### src/rtl/vxe_txnreqa_arbiter_if.sv
// Request/response bundle between the vector-engine clients, the txn arbiter and the memory request path.
// Arbiter side uses the slave modport; the client/memory side uses master.
interface vxe_txnreqa_arbiter_if;
  logic [3:0]   i_req_vld;
  logic [3:0]   i_req_rnw;
  logic [147:0] i_req_addr;
  logic [3:0]   o_req_rdy;
  logic         o_txn_vld;
  logic [43:0]  o_txn;
  logic         i_txn_rdy;
  logic         i_rsp_vld;
  logic [5:0]   i_rsp_txnid;
  logic         o_busy;
  logic         o_err;

  modport slave (
    input  i_req_vld, i_req_rnw, i_req_addr, i_txn_rdy, i_rsp_vld, i_rsp_txnid,
    output o_req_rdy, o_txn_vld, o_txn, o_busy, o_err
  );

  modport master (
    output i_req_vld, i_req_rnw, i_req_addr, i_txn_rdy, i_rsp_vld, i_rsp_txnid,
    input  o_req_rdy, o_txn_vld, o_txn, o_busy, o_err
  );
endinterface

### src/rtl/vxe_txnreqa_arbiter.sv
// Purpose: 4-way round-robin arbiter building {txnid, rnw, addr} request words with per-client outstanding limits.
// Latency: 1 cycle from o_req_rdy to o_txn_vld; one word per cycle when i_txn_rdy stays high.
// Backpressure: held word stalls all grants; VXE_TXNREQA_ARB_PRIO0_EN gives client 0 strict priority.
module vxe_txnreqa_arbiter #(
  parameter int MAX_OUTST = 8
) (
  input logic                  clk,
  input logic                  rst,
  vxe_txnreqa_arbiter_if.slave bus
);

  typedef struct packed {
    logic [1:0]  cid;
    logic [3:0]  seq;
    logic        rnw;
    logic [36:0] addr;
  } txn_t;

  localparam logic [4:0] CNT_MAX = 5'(MAX_OUTST);

  logic [1:0] rr;
  logic [4:0] cnt [4];
  logic [3:0] seq [4];
  txn_t       txn_q;
  logic       txn_vld_q;
  logic       err_q;

  logic       load;
  logic [3:0] elig;
  logic [3:0] cand;
  logic [3:0] gnt;
  logic       gnt_any;
  logic [1:0] gidx;
  logic [1:0] rsp_cid;
  logic [3:0] rsp_dec;

  assign rsp_cid = bus.i_rsp_txnid[5:4];

  always_comb begin
    load = ~txn_vld_q | bus.i_txn_rdy;
    for (int k = 0; k < 4; k++) begin
      elig[k]    = bus.i_req_vld[k] & (cnt[k] != CNT_MAX);
      rsp_dec[k] = bus.i_rsp_vld & (rsp_cid == 2'(k)) & (cnt[k] != 5'd0);
    end
    cand = elig;
`ifdef VXE_TXNREQA_ARB_PRIO0_EN
    if (elig[0]) cand = 4'b0001;
`endif
    // Reverse scan so the last hit is the first candidate at or after rr.
    gidx = rr;
    for (int i = 3; i >= 0; i--) begin
      if (cand[rr + 2'(i)]) gidx = rr + 2'(i);
    end
    gnt_any = load & (|cand);
    gnt     = gnt_any ? (4'b0001 << gidx) : 4'b0000;
  end

  always_ff @(posedge clk) begin
    if (rst) begin
      rr        <= 2'd0;
      txn_q     <= '0;
      txn_vld_q <= 1'b0;
      err_q     <= 1'b0;
      for (int k = 0; k < 4; k++) begin
        cnt[k] <= 5'd0;
        seq[k] <= 4'd0;
      end
    end else begin
      if (load) txn_vld_q <= gnt_any;
      if (gnt_any) begin
        txn_q.cid  <= gidx;
        txn_q.seq  <= seq[gidx];
        txn_q.rnw  <= bus.i_req_rnw[gidx];
        txn_q.addr <= bus.i_req_addr[int'(gidx) * 37 +: 37];
        seq[gidx]  <= seq[gidx] + 4'd1;
`ifdef VXE_TXNREQA_ARB_PRIO0_EN
        if (gidx != 2'd0) rr <= gidx + 2'd1;
`else
        rr <= gidx + 2'd1;
`endif
      end
      // A completion against an empty counter is dropped and flagged.
      for (int k = 0; k < 4; k++) begin
        cnt[k] <= cnt[k] + {4'd0, gnt[k]} - {4'd0, rsp_dec[k]};
      end
      if (bus.i_rsp_vld && cnt[rsp_cid] == 5'd0) err_q <= 1'b1;
    end
  end

  assign bus.o_req_rdy = gnt;
  assign bus.o_txn_vld = txn_vld_q;
  assign bus.o_txn     = txn_q;
  assign bus.o_busy    = txn_vld_q | (|{cnt[0], cnt[1], cnt[2], cnt[3]});
  assign bus.o_err     = err_q;

endmodule

### src/flat_wrapper.sv
// flat-port wrapper written by rule: the top's interface ports become plain ports
module vxe_txnreqa_arbiter_flat 
#(
  parameter int MAX_OUTST = 8
)
  (clk, rst, bus_i_req_vld, bus_i_req_rnw, bus_i_req_addr, bus_i_txn_rdy, bus_i_rsp_vld, bus_i_rsp_txnid, bus_o_req_rdy, bus_o_txn_vld, bus_o_txn, bus_o_busy, bus_o_err);
  vxe_txnreqa_arbiter_if bus_i ();
  input logic clk;
  input logic rst;
  input wire logic [$bits(bus_i.i_req_vld)-1:0] bus_i_req_vld;
  input wire logic [$bits(bus_i.i_req_rnw)-1:0] bus_i_req_rnw;
  input wire logic [$bits(bus_i.i_req_addr)-1:0] bus_i_req_addr;
  input wire logic [$bits(bus_i.i_txn_rdy)-1:0] bus_i_txn_rdy;
  input wire logic [$bits(bus_i.i_rsp_vld)-1:0] bus_i_rsp_vld;
  input wire logic [$bits(bus_i.i_rsp_txnid)-1:0] bus_i_rsp_txnid;
  output wire logic [$bits(bus_i.o_req_rdy)-1:0] bus_o_req_rdy;
  output wire logic [$bits(bus_i.o_txn_vld)-1:0] bus_o_txn_vld;
  output wire logic [$bits(bus_i.o_txn)-1:0] bus_o_txn;
  output wire logic [$bits(bus_i.o_busy)-1:0] bus_o_busy;
  output wire logic [$bits(bus_i.o_err)-1:0] bus_o_err;
  assign bus_i.i_req_vld = bus_i_req_vld;
  assign bus_i.i_req_rnw = bus_i_req_rnw;
  assign bus_i.i_req_addr = bus_i_req_addr;
  assign bus_i.i_txn_rdy = bus_i_txn_rdy;
  assign bus_i.i_rsp_vld = bus_i_rsp_vld;
  assign bus_i.i_rsp_txnid = bus_i_rsp_txnid;
  assign bus_o_req_rdy = bus_i.o_req_rdy;
  assign bus_o_txn_vld = bus_i.o_txn_vld;
  assign bus_o_txn = bus_i.o_txn;
  assign bus_o_busy = bus_i.o_busy;
  assign bus_o_err = bus_i.o_err;
  vxe_txnreqa_arbiter #(.MAX_OUTST(MAX_OUTST)) u_core (.clk(clk), .rst(rst), .bus(bus_i));
endmodule
### config.mk
export PLATFORM = sky130hd
export DESIGN_NAME = vxe_txnreqa_arbiter_flat
export DESIGN_NICKNAME = d
export VERILOG_FILES = /design/src/rtl/vxe_txnreqa_arbiter_if.sv /design/src/rtl/vxe_txnreqa_arbiter.sv /design/src/flat_wrapper.sv
export SDC_FILE = /design/constraint.sdc
export NUM_CORES = 1
export LEC_CHECK = 0
export ABC_AREA = 1
export CAP_MARGIN = 20
export CORE_AREA = 2 2 136 85
export CTS_BUF_LIST = sky130_fd_sc_hd__clkbuf_4
export DETAILED_ROUTE_END_ITERATION = 7
export DIE_AREA = 0 0 138 87
export DONT_BUFFER_PORTS = 1
export SLEW_MARGIN = 15
export SYNTH_ARGS = -nofsm -noshare
export SYNTH_HDL_FRONTEND = slang
export SYNTH_SLANG_ARGS = --single-unit
### constraint.sdc
create_clock -name clk -period 9 [get_ports clk]
set_input_delay 1.8 -clock clk [delete_from_list [all_inputs] [get_ports clk]]
set_output_delay 1.8 -clock clk [all_outputs]
set_load 0.005 [all_outputs]
## Yosys cells after proc, flatten, opt, wreduce, memory -nomap -nowiden

Memories as Yosys holds them, arrays and structs flattened.
Cells that the tools add are included.

| cells by class | value |
|---|---|
| equality and inequality tests | 7 |
| multipliers | 1 |
| bitwise operators | 20 |
| shifts and indexed selects | 2 |
| muxes and demuxes | 28 |
| add/sub/neg operators | 13 |
| $lt $le $gt $ge | 5 |
| reduce and logical (&&, ||, !) cells | 10 |

Operators with widths:

| cell | count |
|---|---|
| 148-bit by 32-bit variable part select with 37-bit output | 1 |
| 5-bit by 1-bit adder with 5-bit output | 4 |
| 5-bit 2-to-1 mux | 4 |
| 5-bit by 4-bit inequality test with 1-bit output (second input constant) | 4 |
| 5-bit nonzero test | 4 |
| 20-bit OR reduction | 1 |
| 5-bit by 1-bit subtractor with 5-bit output | 4 |
| 2-bit by 3-bit < comparator with 1-bit output (second input constant) | 5 |
| 1-bit AND | 13 |
| 1-bit 2-to-1 mux | 12 |
| 1-bit binary-select mux with 2-bit select | 5 |
| 2-bit 2-to-1 mux | 5 |
| 2-bit by 6-bit multiplier with 8-bit output (second input constant) | 1 |
| 4-bit 2-to-1 mux | 2 |
| 4-bit OR reduction | 2 |
| 1-bit bitwise OR | 6 |
| 5-bit logical NOT | 1 |
| 2-bit by 1-bit adder with 2-bit output (second input constant) | 2 |
| 2-bit adder (second input constant) | 2 |
| 4-bit by 1-bit adder with 4-bit output (second input constant) | 1 |
| 2-bit equality test (second input constant) | 2 |
| 1-bit by 2-bit left shift with 4-bit output (first input constant) | 1 |
| 2-bit by 1-bit equality test with 1-bit output (second input constant) | 1 |
| 2-bit logical NOT | 1 |
| 2 further kinds | 2 |

| word-level totals | value |
|---|---|
| bits in writable memories | 36 |
| memories kept | 2 |
| flip-flop bits (word level) | 48 |
| logic and storage cells | 95 |

Memory list:

| name | words | width | read ports | clocked after Yosys merged registers in | wr ports | line | source |
|---|---|---|---|---|---|---|---|
| u_core.cnt | 4 | 5 | 5 | 0 | 4 | vxe_txnreqa_arbiter.sv:22 | `logic [4:0] cnt [4];` |
| u_core.seq | 4 | 4 | 1 | 0 | 4 | vxe_txnreqa_arbiter.sv:23 | `logic [3:0] seq [4];` |

## Longest topological paths before layout

Gate-level depths: netlist of run 1.
An unclocked memory read counts as a cell.

| depth | value |
|---|---|
| depth after elaboration | 14 |
| mapped depth | 27 |
| gate-level depth less buffers | 25 |

## Worst setup path before layout of run 1

No wires, ideal clock.

| timing | value |
|---|---|
| path kind | input-to-output |
| start point | input port bus_i_req_vld[0] |
| end point | output port bus_o_req_rdy[1] |
| data required time | 7,200 ps |
| slack | 4,106 ps |
| stages on the path | 13 |
| buffers on the path | 2 |
| data arrival time | 3,094 ps |
| cells stage by stage | nand3_1 -> nand2_1 -> nand2_1 -> nand2_1 -> inv_1 -> o21ai_2 -> nand3_2 -> nand2_4 -> buf_6 -> buf_2 -> ha_1 -> inv_1 -> nor2_1 |

| on the way | value |
|---|---|
| cells in the longest elaborated chain, start to end | 9 |
| elaborated cells on any way between the ends | 17 |
| those cells by class | shift: 1; mux: 13; bitwise: 2; reduce/logical: 1 |

Ends and longest elaborated chain:

| item | line | source |
|---|---|---|
| from (decl) | flat_wrapper.sv:10 | `input wire logic [$bits(bus_i.i_req_vld)-1:0] bus_i_req_vld;` |
| 1-bit AND (*) | vxe_txnreqa_arbiter.sv:42 | `elig[k] = bus.i_req_vld[k] & (cnt[k] != CNT_MAX);` |
| 1-bit binary-select mux with 2-bit select | vxe_txnreqa_arbiter.sv:52 | `if (cand[rr + 2'(i)]) gidx = rr + 2'(i);` |
| 1-bit 2-to-1 mux (implied by the code) | vxe_txnreqa_arbiter.sv:52 |  |
| 2-bit 2-to-1 mux (3 in a row) | vxe_txnreqa_arbiter.sv:52 |  |
| 2-bit 2-to-1 mux (*) | vxe_txnreqa_arbiter.sv:52 |  |
| named net u_core.gidx[0] | vxe_txnreqa_arbiter.sv:33 | `logic [1:0] gidx;` |
| 1-bit by 2-bit left shift with 4-bit output (*) | vxe_txnreqa_arbiter.sv:55 | `gnt = gnt_any ? (4'b0001 << gidx) : 4'b0000;` |
| 4-bit 2-to-1 mux (*) | vxe_txnreqa_arbiter.sv:55 |  |
| to (decl) | flat_wrapper.sv:16 | `output wire logic [$bits(bus_i.o_req_rdy)-1:0] bus_o_req_rdy;` |

The timed path passes the listed nets; every way through them passes the cells marked *. The select of a mux whose other input is x is not followed.

## Worst setup path after layout of run 1

| timing | value |
|---|---|
| start point | input port bus_i_req_vld[0] |
| end point | output port bus_o_req_rdy[2] |

| on the way | value |
|---|---|
| cells in the longest elaborated chain, start to end | 9 |
| elaborated cells on any way between the ends | 17 |
| those cells by class | shift: 1; mux: 13; bitwise: 2; reduce/logical: 1 |

Ends and longest elaborated chain:

| item | line |
|---|---|
| 1-bit AND (*) | vxe_txnreqa_arbiter.sv:42 |
| 1-bit binary-select mux with 2-bit select | vxe_txnreqa_arbiter.sv:52 |
| 1-bit 2-to-1 mux (implied by the code) | vxe_txnreqa_arbiter.sv:52 |
| 2-bit 2-to-1 mux (4 in a row) | vxe_txnreqa_arbiter.sv:52 |
| 1-bit by 2-bit left shift with 4-bit output | vxe_txnreqa_arbiter.sv:55 |
| 4-bit 2-to-1 mux (*) | vxe_txnreqa_arbiter.sv:55 |

Every way passes the cells marked *; elsewhere a longest branch is shown, timed or not. The select of a mux whose other input is x is not followed.

==> results of run 1 <==
## layer usage
layer | part of all wire [%] | wire (um) | up-vias | track usage, %
li1 | - | - | 2360 | -
met5 | 0 | 0 | - | 0
met2 | 45 | 6220 | 230 | 36.2
met3 | 8.6 | 1190 | 14 | 5.66
met4 | 0.96 | 133 | 0 | 3.71
met1 | 46 | 6330 | 2178 | 30.6
## through the flow
stage	power [W]	area, um2
2_1_floorplan	0.00183	5230
3_3_place_gp	0.00204	5200
3_5_place_dp	0.00210	5200
4_1_cts	0.00230	5310
5_1_grt	0.00253	5340
6_report	0.00229	5340
## registers in the layout (all words and copies together), names as in the netlist
signal / cells
u_core.seq: 16
u_core.bus.o_err: 1
u_core.bus.o_txn_vld: 1
u_core.bus.o_txn: 44
u_core.cnt: 20
u_core.rr: 2
## power by group through the flow
stage | Sequential (W) | Combinational, W | Clock, W
4_1_cts | 0.000658 | 0.00144 | 0.000202
6_report | 0.000658 | 0.00144 | 0.000190
5_1_grt | 0.000675 | 0.00164 | 0.000215
2_1_floorplan | 0.000630 | 0.00120 | 0
3_3_place_gp | 0.000666 | 0.00138 | 0
3_5_place_dp | 0.000667 | 0.00143 | 0
## how the worst max path moves through the flow
| stage | slack [ns] | depth (start not counted) | end | from |
|---|---|---|---|---|
| 2_1_floorplan | 4.11 | 13 | bus_o_req_rdy[1] | bus_i_req_vld[0] |
| 3_3_place_gp | 2.60 | 14 | bus_o_req_rdy[2] | bus_i_req_vld[0] |
| 3_5_place_dp | 2.54 | 14 | bus_o_req_rdy[2] | bus_i_req_vld[1] |
| 4_1_cts | 2.52 | 14 | bus_o_req_rdy[2] | bus_i_req_vld[1] |
| 5_1_grt | 2.19 | 14 | bus_o_req_rdy[2] | bus_i_req_vld[1] |
| 6_report | 2.49 | 14 | bus_o_req_rdy[2] | bus_i_req_vld[0] |
## cell type report
cell class / instances / area share (%)
sequential: 84 / 34.5
clock inverter: 5 / 0.563
multi-input combinational: 512 / 53.4
clock buffer: 11 / 1.55
timing repair buffer: 4 / 0.797
tap: 144 / 3.38
antenna: 1 / 0.0469
inverter: 81 / 5.72
## synth_stat cells
| master | count |
|---|---|
| buf_4 | 2 |
| buf_6 | 6 |
| inv_1 | 76 |
| nand2_1 | 118 |
| nand3b_1 | 1 |
| buf_2 | 15 |
| xor2_1 | 3 |
| nand2_4 | 2 |
| edfxtp_1 | 16 |
| nand4_1 | 5 |
| a32oi_1 | 3 |
| nand3_1 | 91 |
| clkbuf_1 | 12 |
| buf_8 | 1 |
| o21ai_2 | 1 |
| nor2_4 | 1 |
| nor2_2 | 3 |
| o22ai_1 | 2 |
| clkbuf_8 | 1 |
| nand3_2 | 4 |
| o31ai_1 | 1 |
| inv_2 | 4 |
| a22o_1 | 1 |
| o2111ai_1 | 25 |
| o21ai_0 | 60 |
| o21ai_1 | 8 |
| xnor2_1 | 1 |
| fa_1 | 4 |
| clkinv_2 | 1 |
| nand2_2 | 3 |
| a21oi_1 | 41 |
| nor2_1 | 92 |
| a221oi_1 | 1 |
| xor2_2 | 1 |
| clkbuf_2 | 1 |
| ha_1 | 37 |
| dfxtp_1 | 68 |
| a31oi_1 | 3 |
## worst max-delay path, stage by stage
cell	delay, ns
nand3_1	0.08
nand2_1	0.13
nand2_1	0.06
nand2_1	0.09
inv_1	0.06
o21ai_2	0.07
nand2_1	0.08
nand2_2	0.21
nand2_4	0.53
inv_2	0.47
buf_4	0.58
ha_1	0.26
inv_1	0.04
nor2_1	0.17
## kinds of logic after synthesis
family | count (synthesis) | share of synthesized area [%]
DFF | 84 | 35.2
AOI/OAI and AO/OA | 146 | 16.4
adders and majority gates | 41 | 10.4
and+or+nand+nor | 320 | 26.7
buffers and inverters | 119 | 10.4
xor gates and xnor gates | 5 | 0.982
==> summary.md, run 1 <==
| Metric | Value |
|---|---|
| Buffers on Ports | `0` |
| Most frequent cells in the layout | `118 x nand2_1, 91 x nor2_1, 91 x nand3_1` |
| Area inside the core boundary | `10900 um2` |
| Average vias per placed instance | `5.68` |
| Largest fanout on the critical path | `91` |
| Starting density of the core | `48.0%` |
| Area used by multi-input combinational logic | `2850 um2` |
| Clock-pin transition on the worst setup and hold timing paths | `0.12 ns` |
| Vias in the first global route | `4286` |
| Antenna Violating Nets Remaining | `0` |
| Count of yosys warnings during synthesis | `0` |
| Deepest level of the CTS H-tree | `3` |
| Clock tree from TritonCTS | `done` |
| Power per Cell Area | `428 nW/um2` |
| WP data required | `7.20 ns` |
| Setup violators final | `0` |
| Pin slew with the least headroom to its limit | `0.932 ns` |
| Clock network fraction of total power | `8.3%` |
| Die span in x | `138 um` |
| Share of total power consumed by net switching | `54.2%` |
| Final total negative setup slack | `0 ns` |
| Height of the die | `87 um` |
| Top-area cell type share of the netlist area | `26.0%` |
| Antenna violations before repair | `1` |
| Sequential share of the synthesized area | `35.2%` |
| Number of remaining DRC errors | `0` |
| Fmax | `154 MHz` |
| Hold wc startpoint | `u_core.bus.o_txn[41]$_SDFFE_PP0N_` |
| Fillers | `1105` |
| Worst-case clock skew | `0.00871 ns` |
| Hold path cells | `2` |
| Ratio of final minimum period to clock period | `72.3%` |
| NetSw | `0.00124 W` |
| TritonCTS Sinks | `84` |
| Cell Count Post-Placement | `824` |
| Hold Crit Endpoint | `u_core.bus.o_txn[41]$_SDFFE_PP0N_` |
| Worst setup margin | `2.49 ns` |
| Worst slew margin relative to its limit | `37.9%` |
| Total wire length | `13.9 mm` |
| Average wire length per cell after detail routing | `16.5 um` |
| Count of vias placed by the detailed router | `4782` |
| Count of standard-cell rows | `30` |
| Combined area of all synthesized cells | `5230 um2` |
| Post CTS Setup Buffer Count | `0` |
| 1st-iter DRT viols | `304` |
| Placer Congestion | `0.858` |
| Maximum number of pins on one net before global-route repair | `92` |
| Critical path type | `input pin to output pin` |
| Share of layout cells above drive strength 1 | `5.88%` |
| Number of hold violations in the final report | `0` |
| Setup slack, reg-to-reg | `4.14 ns` |
| CTS Buffer Depth | `2` |
| Number of maximum-capacitance violations | `0` |
| Distinct cells, synth | `38` |
| Final Instance Count excl. Fillers | `842` |
| Global-route wire length before repair | `21.5 mm` |
| Drt pass-1 iters | `5` |
| Number of cells on the worst reg-to-reg path | `25` |
| Part of the power in combinational logic | `62.9%` |
| Post-cts gate resize count | `0` |
| Category of the worst setup path launch point | `input pin` |
| Area delta synth->final | `2.08%` |
| Critical R2R Capture | `u_core.cnt[2][4]$_SDFF_PP0_` |
| Total Die Area | `12000 um2` |
| Largest voltage drop on the vdd net | `0.264 mV` |
| Layout net count | `899` |
| Hold-fix buffers at CTS | `0` |
| Post-layout min period | `6.51 ns` |
| Synthesized area divided by synthesized cell count | `7.31 um2` |
| Number of slew-limit violations in the final report | `0` |
| Fraction of power consumed by sequential logic | `28.8%` |
| Worst hold-check slack | `0.498 ns` |
| Most common cell after layout, fill and taps aside | `nand2_1` |
| Setup repair after global routing missed its margin | `false` |
| Worst min-delay path class | `flop to flop` |
| Data arrival, critical path | `4.71 ns` |
| Run status | `finished clean` |
| Number of top-level pins | `217` |
| Setup Slack @ Placement | `2.54 ns` |
| Cell count after synthesis | `715` |
| Total global routing track utilization | `22.2%` |
| CP Capture Type | `output pin` |
| Storage element area | `1840 um2` |
| Worst skew pair latency | `0.43 ns` |
| Syn nets | `922` |
| Remaining global-route overflow | `0` |
| Clock Root Buffer | `clkbuf_4` |
| Area leader, netlist | `dfxtp_1` |
| Util after Layout | `49.0%` |
| Estimated wirelength of the detail-placed design | `10.3 mm` |
| Post-synthesis register bit count | `84` |
| Total internal power | `0.00105 W` |
| TritonCTS buffer count | `9` |
| Dominant cells by area after synthesis | `dfxtp_1 26%, edfxtp_1 9.2%, ha_1 8.9%` |
| Pleak | `2.25 nW` |
| Startpoint of the worst-slack reg-to-reg timing path | `u_core.cnt[0][2]$_SDFF_PP0_` |
Power figures use the tool's default switching activity.
==> run 2, diff against run 1 <==
Clock period 9 ns to 6.2 ns, I/O delays scaled along.
==> run 2 against run 1 <==
Total power grew 43%. First-iteration DRC count shrank 17%. Non-clock buffer count is the same. Cell count grew 0.12%. Sequential share of layout area grew 0.097 points. Critical path type is now flop to output pin. Critical endpoint is now bus_o_req_rdy[1]. Largest power group unchanged. Highest routed layer unchanged.
==> summary.md, run 2 (synthesis gave the netlist of run 1 again) <==
| Metric | Value |
|---|---|
| Total global routing track utilization | `21.6% (-0.60 points)` |
| Post-cts gate resize count | `0 (unchanged)` |
| 1st-iter DRT viols | `252 (-17%)` |
| Most frequent cells in the layout | `118 x nand2_1, 91 x nor2_1, 91 x nand3_1` |
| Worst-case clock skew | `0.0126 ns (+0.00392 ns)` |
| Vias in the first global route | `4232 (-1.3%)` |
| Remaining global-route overflow | `0 (unchanged)` |
| Number of maximum-capacitance violations | `0 (unchanged)` |
| Data arrival, critical path | `3.50 ns (-1.21 ns)` |
| Height of the die | `87 um (unchanged)` |
| Placed Instance Area | `5210 um2 (+0.14%)` |
| Clock Root Buffer | `clkbuf_4` |
| Count of vias placed by the detailed router | `4760 (-0.46%)` |
| Hold-fix buffers at CTS | `0 (unchanged)` |
| Setup repair after global routing missed its margin | `false` |
| Starting density of the core | `48.0% (unchanged)` |
| Layout net count | `899 (unchanged)` |
| Number of remaining DRC errors | `0 (unchanged)` |
| Largest fanout on the critical path | `90 (-1.1%)` |
| Pleak | `2.25 nW (-0.39%)` |
| Count of standard-cell rows | `30 (unchanged)` |
| Run status | `finished clean` |
| Largest voltage drop on the vdd net | `0.563 mV (+110%)` |
| Post-layout min period | `4.74 ns` |
| Category of the worst setup path launch point | `flop` |
| CTS Buffer Depth | `2 (unchanged)` |
| Die span in x | `138 um (unchanged)` |
| Flip-flop count of the largest register after layout | `44 (unchanged)` |
| Storage element area | `1840 um2 (unchanged)` |
| Share of layout cells above drive strength 1 | `5.60% (-0.29 points)` |
| Fmax | `211 MHz` |
| Total Die Area | `12000 um2 (unchanged)` |
| Estimated wirelength of the detail-placed design | `10.1 mm (-2.1%)` |
| Number of top-level pins | `217 (unchanged)` |
| Most common cell after layout, fill and taps aside | `nand2_1` |
| Fillers | `1075 (-2.7%)` |
| Number of hold violations in the final report | `0 (unchanged)` |
| TritonCTS Sinks | `84 (unchanged)` |
| Deepest level of the CTS H-tree | `3 (unchanged)` |
| Ratio of final minimum period to clock period | `76.5%` |
| Antenna violations before repair | `1 (unchanged)` |
| Global-route wire length before repair | `21.1 mm (-2.3%)` |
| Util after Layout | `48.9% (-0.14 points)` |
| Buffers on Ports | `0 (unchanged)` |
| Placer Congestion | `0.899 (+4.8%)` |
| Power per Cell Area | `616 nW/um2 (+44%)` |
| Worst slew margin relative to its limit | `30.5% (-7.4 points)` |
| Worst skew pair latency | `0.44 ns (about the same)` |
| Pin slew with the least headroom to its limit | `1.04 ns (+0.108 ns)` |
| Area delta synth->final | `1.80%` |
| Average wire length per cell after detail routing | `16.1 um (-2.2%)` |
| Clock-pin transition on the worst setup and hold timing paths | `0.13 ns (about the same)` |
| Area used by multi-input combinational logic | `2850 um2 (unchanged)` |
| Clock tree from TritonCTS | `done` |
| Area inside the core boundary | `10900 um2 (unchanged)` |
| Maximum number of pins on one net before global-route repair | `91 (-1.1%)` |
| Total wire length | `13.6 mm (-2.0%)` |
| Cell Count Post-Placement | `825 (+0.12%)` |
| CP Capture Type | `output pin` |
| Worst min-delay path class | `flop to flop` |
| Setup violators final | `0 (unchanged)` |
| TritonCTS buffer count | `9 (unchanged)` |
| Drt pass-1 iters | `5 (unchanged)` |
| Post CTS Setup Buffer Count | `0 (unchanged)` |
| Final total negative setup slack | `0 ns (unchanged)` |
| Number of slew-limit violations in the final report | `0 (unchanged)` |
| Final cell area excluding filler cells | `5320 um2 (-0.28%)` |
| WP data required | `4.96 ns (-2.24 ns)` |
| Worst hold-check slack | `0.505 ns (+0.00660 ns)` |
| Antenna Violating Nets Remaining | `0 (unchanged)` |
| Final Instance Count excl. Fillers | `843 (+0.12%)` |
| Average vias per placed instance | `5.65 (-0.58%)` |
| Critical path type | `flop to output pin` |
## run 2: layout make-up
class,count,area share [%]
multi-input cells,512,53.6
flip-flops and latches,84,34.6
inverters,81,5.74
well taps,144,3.39
clock buffers,10,1.41
clock inverters,6,0.611
repair buffers,4,0.564
diodes,2,0.0941
## run 2: power by group
group          internal (W)  switching (W)  leakage, nW
clock             0.0000829       0.000189       0.0573
combinational      0.000627        0.00143         1.46
sequential         0.000800       0.000147        0.730
total               0.00151        0.00177         2.25
## run 2: worst paths after layout
kind | cells past startpoint | to | slack [ns] | from
max | 15 | bus_o_req_rdy[1] | 1.46 | u_core.cnt[2][2]$_SDFF_PP0_
min | 2 | u_core.bus.o_txn[41]$_SDFFE_PP0N_ | 0.50 | u_core.bus.o_txn[41]$_SDFFE_PP0N_
max reg2reg | 23 | u_core.cnt[3][4]$_SDFF_PP0_ | 1.77 | u_core.cnt[2][2]$_SDFF_PP0_
min reg2reg | 2 | u_core.bus.o_txn[41]$_SDFFE_PP0N_ | 0.50 | u_core.bus.o_txn[41]$_SDFFE_PP0N_
## run 2: through the flow
step	power [W]	worst slack (ns)
finish	0.00328	1.46
global route	0.00365	1.08
CTS	0.00330	1.38
detailed placement	0.00301	1.38
global placement	0.00294	1.50
floorplan	0.00266	2.34
## run 2: metal layers
layer  global-route usage [%]  share of wire (%)  vias up
li1                         -                  -     2357
met1                     29.4                 45     2185
met2                     34.8                 46      205
met3                     5.99                8.4       13
met4                     4.82               0.74        0
met5                        0                  0        -
## run 2: critical path, stage by stage (launching register included)
cell	delay (ns)
dfxtp_1	0.36
inv_1	0.10
ha_1	0.21
inv_1	0.05
nor2_1	0.03
nand2_1	0.14
nand3_1	0.14
nand3_2	0.12
nand2_2	0.07
o21ai_2	0.16
nand3_2	0.27
nand2_4	0.16
buf_4	0.69
ha_1	0.26
inv_1	0.04
nor2_1	0.26
